<file path="src/rtl/rsa_pkg.sv">
// Shared types and constants for the RSA core datapath.
// Holds the Montgomery multiplier FSM encoding and latency figures.
package rsa_pkg;

    typedef enum logic [1:0] {
        MMM_IDLE = 2'd0,
        MMM_RUN  = 2'd1,
        MMM_SUB  = 2'd2,
        MMM_DONE = 2'd3
    } mmm_state_t;

    // R guard bits: R < 2M and t + M < 4M
    localparam int MMM_EXTRA_BITS = 2;

    localparam int MMM_LAT_OFS_SUB   = 1;
    localparam int MMM_LAT_OFS_NOSUB = 0;

    function automatic int mmm_latency(input int width, input bit final_sub);
        return width + (final_sub ? MMM_LAT_OFS_SUB : MMM_LAT_OFS_NOSUB);
    endfunction

endpackage

</file>
<file path="src/rtl/mmm_step.sv">
// One radix-2 Montgomery iteration: R' = (R + a*B + q*M) / 2.
// Purely combinational; one instance per iteration lane.
module mmm_step
    import rsa_pkg::*;
#(
    parameter int WIDTH = 8
) (
    input  logic [WIDTH+MMM_EXTRA_BITS-1:0] r_i,
    input  logic                            a_bit,
    input  logic [WIDTH-1:0]                b_i,
    input  logic [WIDTH-1:0]                m_i,
    output logic [WIDTH+MMM_EXTRA_BITS-1:0] r_o
);

    localparam int RW = WIDTH + MMM_EXTRA_BITS;

    logic [RW-1:0] b_ext;
    logic [RW-1:0] m_ext;
    logic [RW-1:0] t;
    logic [RW-1:0] u;

    always_comb begin
        b_ext = {{MMM_EXTRA_BITS{1'b0}}, b_i};
        m_ext = {{MMM_EXTRA_BITS{1'b0}}, m_i};
        t     = r_i + (a_bit ? b_ext : '0);
        u     = t + (t[0] ? m_ext : '0);
        r_o   = u >> 1;
    end

endmodule

</file>
<file path="src/rtl/mmm_serial.sv">
// Bit-serial radix-2 Montgomery multiplier, P = A*B*2^-WIDTH mod M.
// Define MMM_FINAL_SUB_EN to add the final conditional-subtract state.
module mmm_serial
    import rsa_pkg::*;
#(
    parameter int WIDTH = 8
) (
    input  logic             clk,
    input  logic             rstb,
    input  logic             ena,
    input  logic             rst_mmm,
    input  logic             ld_a,
    input  logic [WIDTH-1:0] a,
    input  logic [WIDTH-1:0] b,
    input  logic [WIDTH-1:0] m,
    output logic [WIDTH:0]   p,
    output logic             done,
    output logic             busy
);

    localparam int RW = WIDTH + MMM_EXTRA_BITS;
    localparam int CW = (WIDTH > 1) ? $clog2(WIDTH) : 1;
    localparam logic [CW-1:0] CNT_LAST = CW'(WIDTH - 1);

    mmm_state_t       state_q, state_d;
    logic [CW-1:0]    cnt_q, cnt_d;
    logic [WIDTH-1:0] a_q, a_d;
    logic [WIDTH-1:0] b_q, b_d;
    logic [WIDTH-1:0] m_q, m_d;
    logic [RW-1:0]    r_q, r_d;
    logic [WIDTH:0]   p_q, p_d;
    logic             done_q, done_d;
    logic [RW-1:0]    r_step;

    mmm_step #(
        .WIDTH(WIDTH)
    ) u_step (
        .r_i  (r_q),
        .a_bit(a_q[0]),
        .b_i  (b_q),
        .m_i  (m_q),
        .r_o  (r_step)
    );

`ifdef MMM_FINAL_SUB_EN
    logic [RW-1:0] m_ext;
    logic [RW-1:0] r_red;

    always_comb begin
        m_ext = {{MMM_EXTRA_BITS{1'b0}}, m_q};
        r_red = (r_q >= m_ext) ? (r_q - m_ext) : r_q;
    end
`endif

    always_comb begin
        state_d = state_q;
        cnt_d   = cnt_q;
        a_d     = a_q;
        b_d     = b_q;
        m_d     = m_q;
        r_d     = r_q;
        p_d     = p_q;
        done_d  = done_q;
        if (ena) begin
            if (!rst_mmm) begin
                state_d = MMM_IDLE;
                cnt_d   = '0;
                r_d     = '0;
                p_d     = '0;
                done_d  = 1'b0;
            end else if (ld_a) begin
                state_d = MMM_RUN;
                cnt_d   = '0;
                a_d     = a;
                b_d     = b;
                m_d     = m;
                r_d     = '0;
                done_d  = 1'b0;
            end else begin
                unique case (state_q)
                    MMM_RUN: begin
                        r_d = r_step;
                        a_d = a_q >> 1;
                        if (cnt_q == CNT_LAST) begin
`ifdef MMM_FINAL_SUB_EN
                            state_d = MMM_SUB;
`else
                            state_d = MMM_DONE;
                            p_d     = r_step[WIDTH:0];
                            done_d  = 1'b1;
`endif
                        end else begin
                            cnt_d = cnt_q + CW'(1);
                        end
                    end
`ifdef MMM_FINAL_SUB_EN
                    MMM_SUB: begin
                        p_d     = r_red[WIDTH:0];
                        done_d  = 1'b1;
                        state_d = MMM_DONE;
                    end
`endif
                    default: ;
                endcase
            end
        end
    end

    always_ff @(posedge clk) begin
        if (!rstb) begin
            state_q <= MMM_IDLE;
            cnt_q   <= '0;
            a_q     <= '0;
            b_q     <= '0;
            m_q     <= '0;
            r_q     <= '0;
            p_q     <= '0;
            done_q  <= 1'b0;
        end else begin
            state_q <= state_d;
            cnt_q   <= cnt_d;
            a_q     <= a_d;
            b_q     <= b_d;
            m_q     <= m_d;
            r_q     <= r_d;
            p_q     <= p_d;
            done_q  <= done_d;
        end
    end

    assign p    = p_q;
    assign done = done_q;
    assign busy = (state_q == MMM_RUN) || (state_q == MMM_SUB);

endmodule
</file>
<file path="config.mk">
export PLATFORM = sky130hd
export DESIGN_NAME = mmm_serial
export DESIGN_NICKNAME = d
export VERILOG_FILES = /design/src/rtl/rsa_pkg.sv /design/src/rtl/mmm_step.sv /design/src/rtl/mmm_serial.sv
export SDC_FILE = /design/constraint.sdc
export NUM_CORES = 1
export LEC_CHECK = 0
export CAP_MARGIN = 20
export CORE_MARGIN = 4
export CORE_UTILIZATION = 37
export CTS_CLUSTER_DIAMETER = 40
export DETAILED_ROUTE_END_ITERATION = 10
export GPL_TIMING_DRIVEN = 0
export HOLD_SLACK_MARGIN = 0.03
export PLACE_DENSITY_LB_ADDON = 0.1
export SYNTH_ARGS = -nofsm -noshare
export SYNTH_HDL_FRONTEND = slang
export SYNTH_SLANG_ARGS = --single-unit
</file>
<file path="constraint.sdc">
create_clock -name clk -period 7.1 [get_ports clk]
set_input_delay 1.065 -clock clk [delete_from_list [all_inputs] [get_ports clk]]
set_output_delay 1.065 -clock clk [all_outputs]
set_load 0.05 [all_outputs]
</file>
# Word level (Yosys, flattened, before mapping)
# Cells that the tools add are included.
[totals] reg_bits=49 word_cells=51
[op_classes] reduce_logical=8 addsub=3 muxes=23 eq_ne=9
[ops] cell="$mux W9" n=4
[ops] cell="$mux W8" n=4
[ops] cell="$mux W10" n=3
[ops] cell="$add A10 B10 Y10" n=2
[ops] cell="$mux W3" n=4
[ops] cell="$reduce_and A3 Y1" n=4
[ops] cell="$mux W2" n=4
[ops] cell="$ne A3 B1 Y1 const B" n=2
[ops] cell="$mux W1" n=4
[ops] cell="$ne A2 B1 Y1 const B" n=2
[ops] cell="$reduce_and A4 Y1" n=1
[ops] cell="$add A3 B1 Y3 const B" n=1
[ops] cell="$eq A3 B3 Y1 const B" n=1
[ops] cell="$ne A3 B3 Y1 const B" n=1
[ops] cell="$eq A2 B1 Y1 const B" n=1
[ops] cell="$eq A2 B2 Y1 const B" n=1
[ops] cell="$ne A2 B2 Y1 const B" n=1
[ops] cell="$reduce_and A2 Y1" n=1
[ops] cell="$reduce_bool A2 Y1" n=1
[ops] cell="$logic_or A1 B1 Y1" n=1

# Depth between registers and ports, before layout
[logic_depth] word_depth=8 ltp_mapped=17 ltp_nobuf=16

# Hierarchy
# From an unflattened synthesis, not the netlist that was laid out.
[unflattened] hier_cells=294 area_unflattened_um2=2588.7
[modules_own_cells] module="mmm_serial" cells_each=186 n_inst=1 area_per_inst_um2=1795.5 seq_area_each_um2=960.9
[modules_own_cells] module="mmm_step" cells_each=108 n_inst=1 area_per_inst_um2=793.3 seq_area_each_um2=0.0

# Worst setup path after synthesis
# OpenSTA, ideal clock, no wires.
[synth_path] kind="register -> register" from="register a_q[0]" to="register r_q[7]" arrival_ns=3.066 required_ns=6.972 path_slack_ns=3.907 path_stages_with_launch=17 period_less_slack_ns=3.193 path_cell_list="dfxtp_1 > and2_1 > ha_1 > inv_1 > fa_1 > nor2b_1 > o31a_1 > o21a_1 > nor2_1 > xnor2_1 > ha_1 > clkbuf_2 > nor3_1 > a311o_2 > xnor3_1 > a22oi_1 > nor2_1"
[synth_via] elab_chain_len=7
[synth_rtl] element="start, declared" line="mmm_serial.sv:27" rtl="logic [WIDTH-1:0] a_q, a_d;"
[synth_rtl] element="start signal, assigned" line="mmm_serial.sv:113" rtl="a_q <= '0;"
[synth_rtl] element="start signal, assigned" line="mmm_serial.sv:122" rtl="a_q <= a_d;"
[synth_rtl] element="$mux W8 (*)" line="mmm_step.sv:25" rtl="t = r_i + (a_bit ? b_ext : '0);"
[synth_rtl] element="$add A10 B10 Y10 (*)" line="mmm_step.sv:25"
[synth_rtl] element="$mux W8" line="mmm_step.sv:26" rtl="u = t + (t[0] ? m_ext : '0);"
[synth_rtl] element="$add A10 B10 Y10 (*)" line="mmm_step.sv:26"
[synth_rtl] element="$mux W10 (*)" line="mmm_serial.sv:80" rtl="unique case (state_q)"
[synth_rtl] element="$mux W10 (*)" line="mmm_serial.sv:71" rtl="end else if (ld_a) begin"
[synth_rtl] element="$mux W10 (*)" line="mmm_serial.sv:65" rtl="if (!rst_mmm) begin"
[synth_rtl] element="end signal, assigned" line="mmm_serial.sv:125" rtl="r_q <= r_d;"
[synth_rtl] element="end, declared" line="mmm_serial.sv:30" rtl="logic [RW-1:0] r_q, r_d;"
# Mark *: on every way between the ends. The rest lies on a longest branch, timed or not. The select of a mux whose other input is x is not followed.
# A chain may end at the register's enable or synchronous reset.

# Final worst setup path
[layout_path] from="register a_q[0]" to="register r_q[8]"
# Same word-level chain as after synthesis.

==> run_results.csv <==
group,metric,value,unit
timing,setup_tns,0,ns
cts,clock_sinks,47,
route,vias,2223,
yosys,synth_fp_nets,357,
yosys,synth-main-ff-cell,"dfxtp_1",
final_layout,nFillCells,719,
final_layout,drive_gt1_frac,0.0513,
timing,slew_headroom,0.540,
yosys,synth_edf_count,0,
timing,fmax,280,MHz
cts,cts_resized,0,
cts,cts_tree,"yes",
final_layout,nNetsFinal,401,
yosys,synthTopCellsByArea,"dfxtp_1 36%, ha_1 9.1%, nand2_1 5.8%",
final_layout,instances_no_fill,447,
route,antenna_left,0,
floorplanning,fp.coreArea,0.00683,mm²
power_and_ir_drop,p_per_area,160,mW/mm²
cts,clk_pin_slew,0.09,ns
cts,clock_latency,0.30,ns
yosys,syn_area_per_cell,8.48,µm²
cts,cts_root_buf,"clkbuf_8",
flow_run,maxCapViolCount,0,
grt,grt_pass1_wl,9.91,mm
cts,post-cts-setup-buffers,0,
timing,grt_setup_unrepaired,"false",
timing,fin_crit_sh,0.504,
timing,slew_violations,0,
yosys,synth_area,0.00260,mm²
cts,cts_buffers,5,
placed_design,dp_hpwl,4.64,mm
placed_design,numPortBuffers,37,
placed_design,dp.cells,440,
final_layout,multi_input_area,0.00156,mm²
final_layout,seqCellArea,941,µm²
placed_design,gp_congestion,0.783,
timing,period_needed,3.58,ns
power_and_ir_drop,p_total,0.000511,W
yosys,ys_ff_latch,47,
final_layout,antennaDiodeCount,0,
yosys,netlist.area_leader.share,0.361,
route,drt_iter0_markers,113,
critical_path,cp.arrival,3.74,ns
timing,setup_viol,0,
power_and_ir_drop,ir_drop,104,µV
timing,clock_skew,0.00404,ns
grt,antenna_found_initial,0,
floorplanning,rows,30,
floorplanning,die_h,91.9,µm
route,routedWlPerCell,13.2,µm
critical_path,path_class,"reg -> reg",
critical_path,start_kind,"register",
grt,grt_max_degree,14,
power_and_ir_drop,power_leakage,1.33,nW
route,drc,0,
route,viasPerCell,4.97,
final_layout,areaGrowthSynthToFinish,22.8,%
yosys,synth_cells,307,
final_layout,final_util,0.468,
floorplanning,die_w,91.9,µm
critical_path,required,7.27,ns
timing,finalHoldViolCount,0,
critical_path,slowest_stage,"dfxtp_1",
floorplanning,dieArea,0.00844,mm²
yosys,yosysSeqAreaShare,0.361,
cts,ctsHoldBuffers,0,
outcome,outcome,"completed",
timing,whs,0.452,ns
floorplanning,io_pins,40,
grt,track_usage,0.144,
critical_path,cpPeakStageDelay,0.46,ns
critical_path,cp-end-kind,"register",
cts,htree_levels,2,
grt,grt_pass1_vias,2110,
yosys,postSynth.asyncResetShare,0,
route,drt_wl_total,5.90,mm
yosys,ys_types,48,
timing,worst_slew_pin_slew,0.688,ns
route,drt_pass1_iterations,4,
yosys,yosys_warnings,0,
critical_path,path_common_cell,"nor2_1",
critical_path,crit_fanout,9,
hold_path,hold_class,"reg -> reg",
critical_path,worstPathCellList,"and2_1 > ha_1 > inv_1 > fa_1 > nor2b_1 > o31a_1 > o21a_1 > nor2_1 > xnor2_1 > ha_1 > clkbuf_2 > nand2_1 > a2111oi_0 > nor2_1 > nor2_1 > xor2_1 > o22ai_1",
grt,overflow,0,
floorplanning,start_util,0.381,
yosys,synth_top_area_cell,"dfxtp_1",
cts,clockBufferDepth,2,
==> layout by cell type, fill, tap and decap left out, types with 2 or more instances in the layout <==
cell type / count
a211o_1: 2
a211oi_1: 7
a21o_1: 2
a21oi_1: 26
a221oi_1: 2
a22oi_1: 17
and2_1: 17
and3_1: 4
buf_2: 2
clkbuf_1: 11
clkbuf_8: 5
clkdlybuf4s50_1: 37
dfxtp_1: 47
fa_1: 2
ha_1: 19
inv_1: 11
mux2i_1: 7
nand2_1: 40
nand2b_1: 2
nand3_1: 7
nand4_1: 2
nor2_1: 34
nor2b_1: 3
nor3_1: 2
o21a_1: 3
o21ai_0: 3
o21ai_2: 2
o22ai_1: 2
xnor2_1: 7
xor2_1: 5
==> cells in the mapped netlist, drive strengths merged (2+ instances only) <==
cell     n
clkbuf  11
nor2b    3
a21o     3
mux2i    7
nand3    7
a31o     2
and2    18
and3     4
nand2b   2
buf      3
ha      19
a211oi   7
dfxtp   47
fa       2
o22ai    2
a211o    2
xnor2    7
o21ai    5
nor2    34
nand2   40
xor2     5
a221oi   2
inv     11
a22oi   17
nand4    2
o21a     3
a21oi   26
nor3     2
==> sequential cells by signal, indices dropped and copies added (netlist names) <==
signal,cells
a_q,8
p,9
r_q,9
done,1
cnt_q,3
state_q,1
b_q,8
m_q,8
==> layout make-up <==
| type | count | area share |
|---|---|---|
| Clock buffer | 6 | 0.0227 |
| Clock inverter | 1 | 0.00939 |
| Multi-Input combinational cell | 234 | 0.488 |
| Buffer | 14 | 0.0176 |
| Tap cell | 96 | 0.0376 |
| Sequential cell | 47 | 0.294 |
| Inverter | 12 | 0.0141 |
| Timing Repair Buffer | 37 | 0.116 |
==> critical path: cells and delay by family, from the launching register on <==
kind | cells | cell delay [ns]
AO/OA/AOI/OAI | 4 | 0.83
buffers and inverters | 2 | 0.22
AND/OR/NAND/NOR | 6 | 0.72
flip-flops | 1 | 0.46
adder cells (fa/ha/maj) | 3 | 0.82
XOR/XNOR | 2 | 0.38
==> per-layer routing <==
| layer | vias to the layer above | global-route usage | wire [µm] |
|---|---|---|---|
| met5 | - | 0 | 0 |
| met2 | 34 | 0.229 | 2640 |
| met1 | 1016 | 0.201 | 3030 |
| met4 | 0 | 0.0260 | 33 |
| li1 | 1169 | - | - |
| met3 | 4 | 0.0353 | 196 |
==> kinds of logic (layout without fill, tap and decap cells) <==
kind of cell / Yosys count / after routing / synth area share
adder cells (fa/ha/maj): 21 / 21 / 0.107
multiplexers: 7 / 7 / 0.0269
AND/OR/NAND/NOR: 113 / 113 / 0.197
flip-flops: 47 / 47 / 0.361
buffers and inverters: 26 / 70 / 0.0389
XOR/XNOR: 13 / 13 / 0.0490
AO/OA/AOI/OAI: 80 / 80 / 0.220
==> through the flow <==
| stage | cell area (µm²) | setup WS (ns) |
|---|---|---|
| after CTS | 3200 | 3.47 |
| after global routing | 3200 | 3.20 |
| final | 3200 | 3.52 |
| after global placement | 3090 | 3.56 |
| after floorplan | 2600 | 3.91 |
| after detailed placement | 3090 | 3.50 |
==> worst paths after layout <==
check | slack, ns | start | cells after the start | end
hold reg to reg | 0.45 | b_q[6] | 2 | b_q[6]
setup / recovery | 3.52 | a_q[0] | 17 | r_q[8]
hold / removal | 0.45 | b_q[6] | 2 | b_q[6]
setup reg to reg | 3.52 | a_q[0] | 17 | r_q[8]
==> power by group <==
| part | switching, W | total, W | leakage [nW] | internal, W |
|---|---|---|---|---|
| clock network | 0.0000880 | 0.000191 | 0.0513 | 0.000103 |
| registers | 0.00000308 | 0.000272 | 0.381 | 0.000269 |
| logic | 0.0000245 | 0.0000475 | 0.899 | 0.0000230 |
| total | 0.000116 | 0.000511 | 1.33 | 0.000395 |
Note: power is estimated with default switching activity, not from simulation.
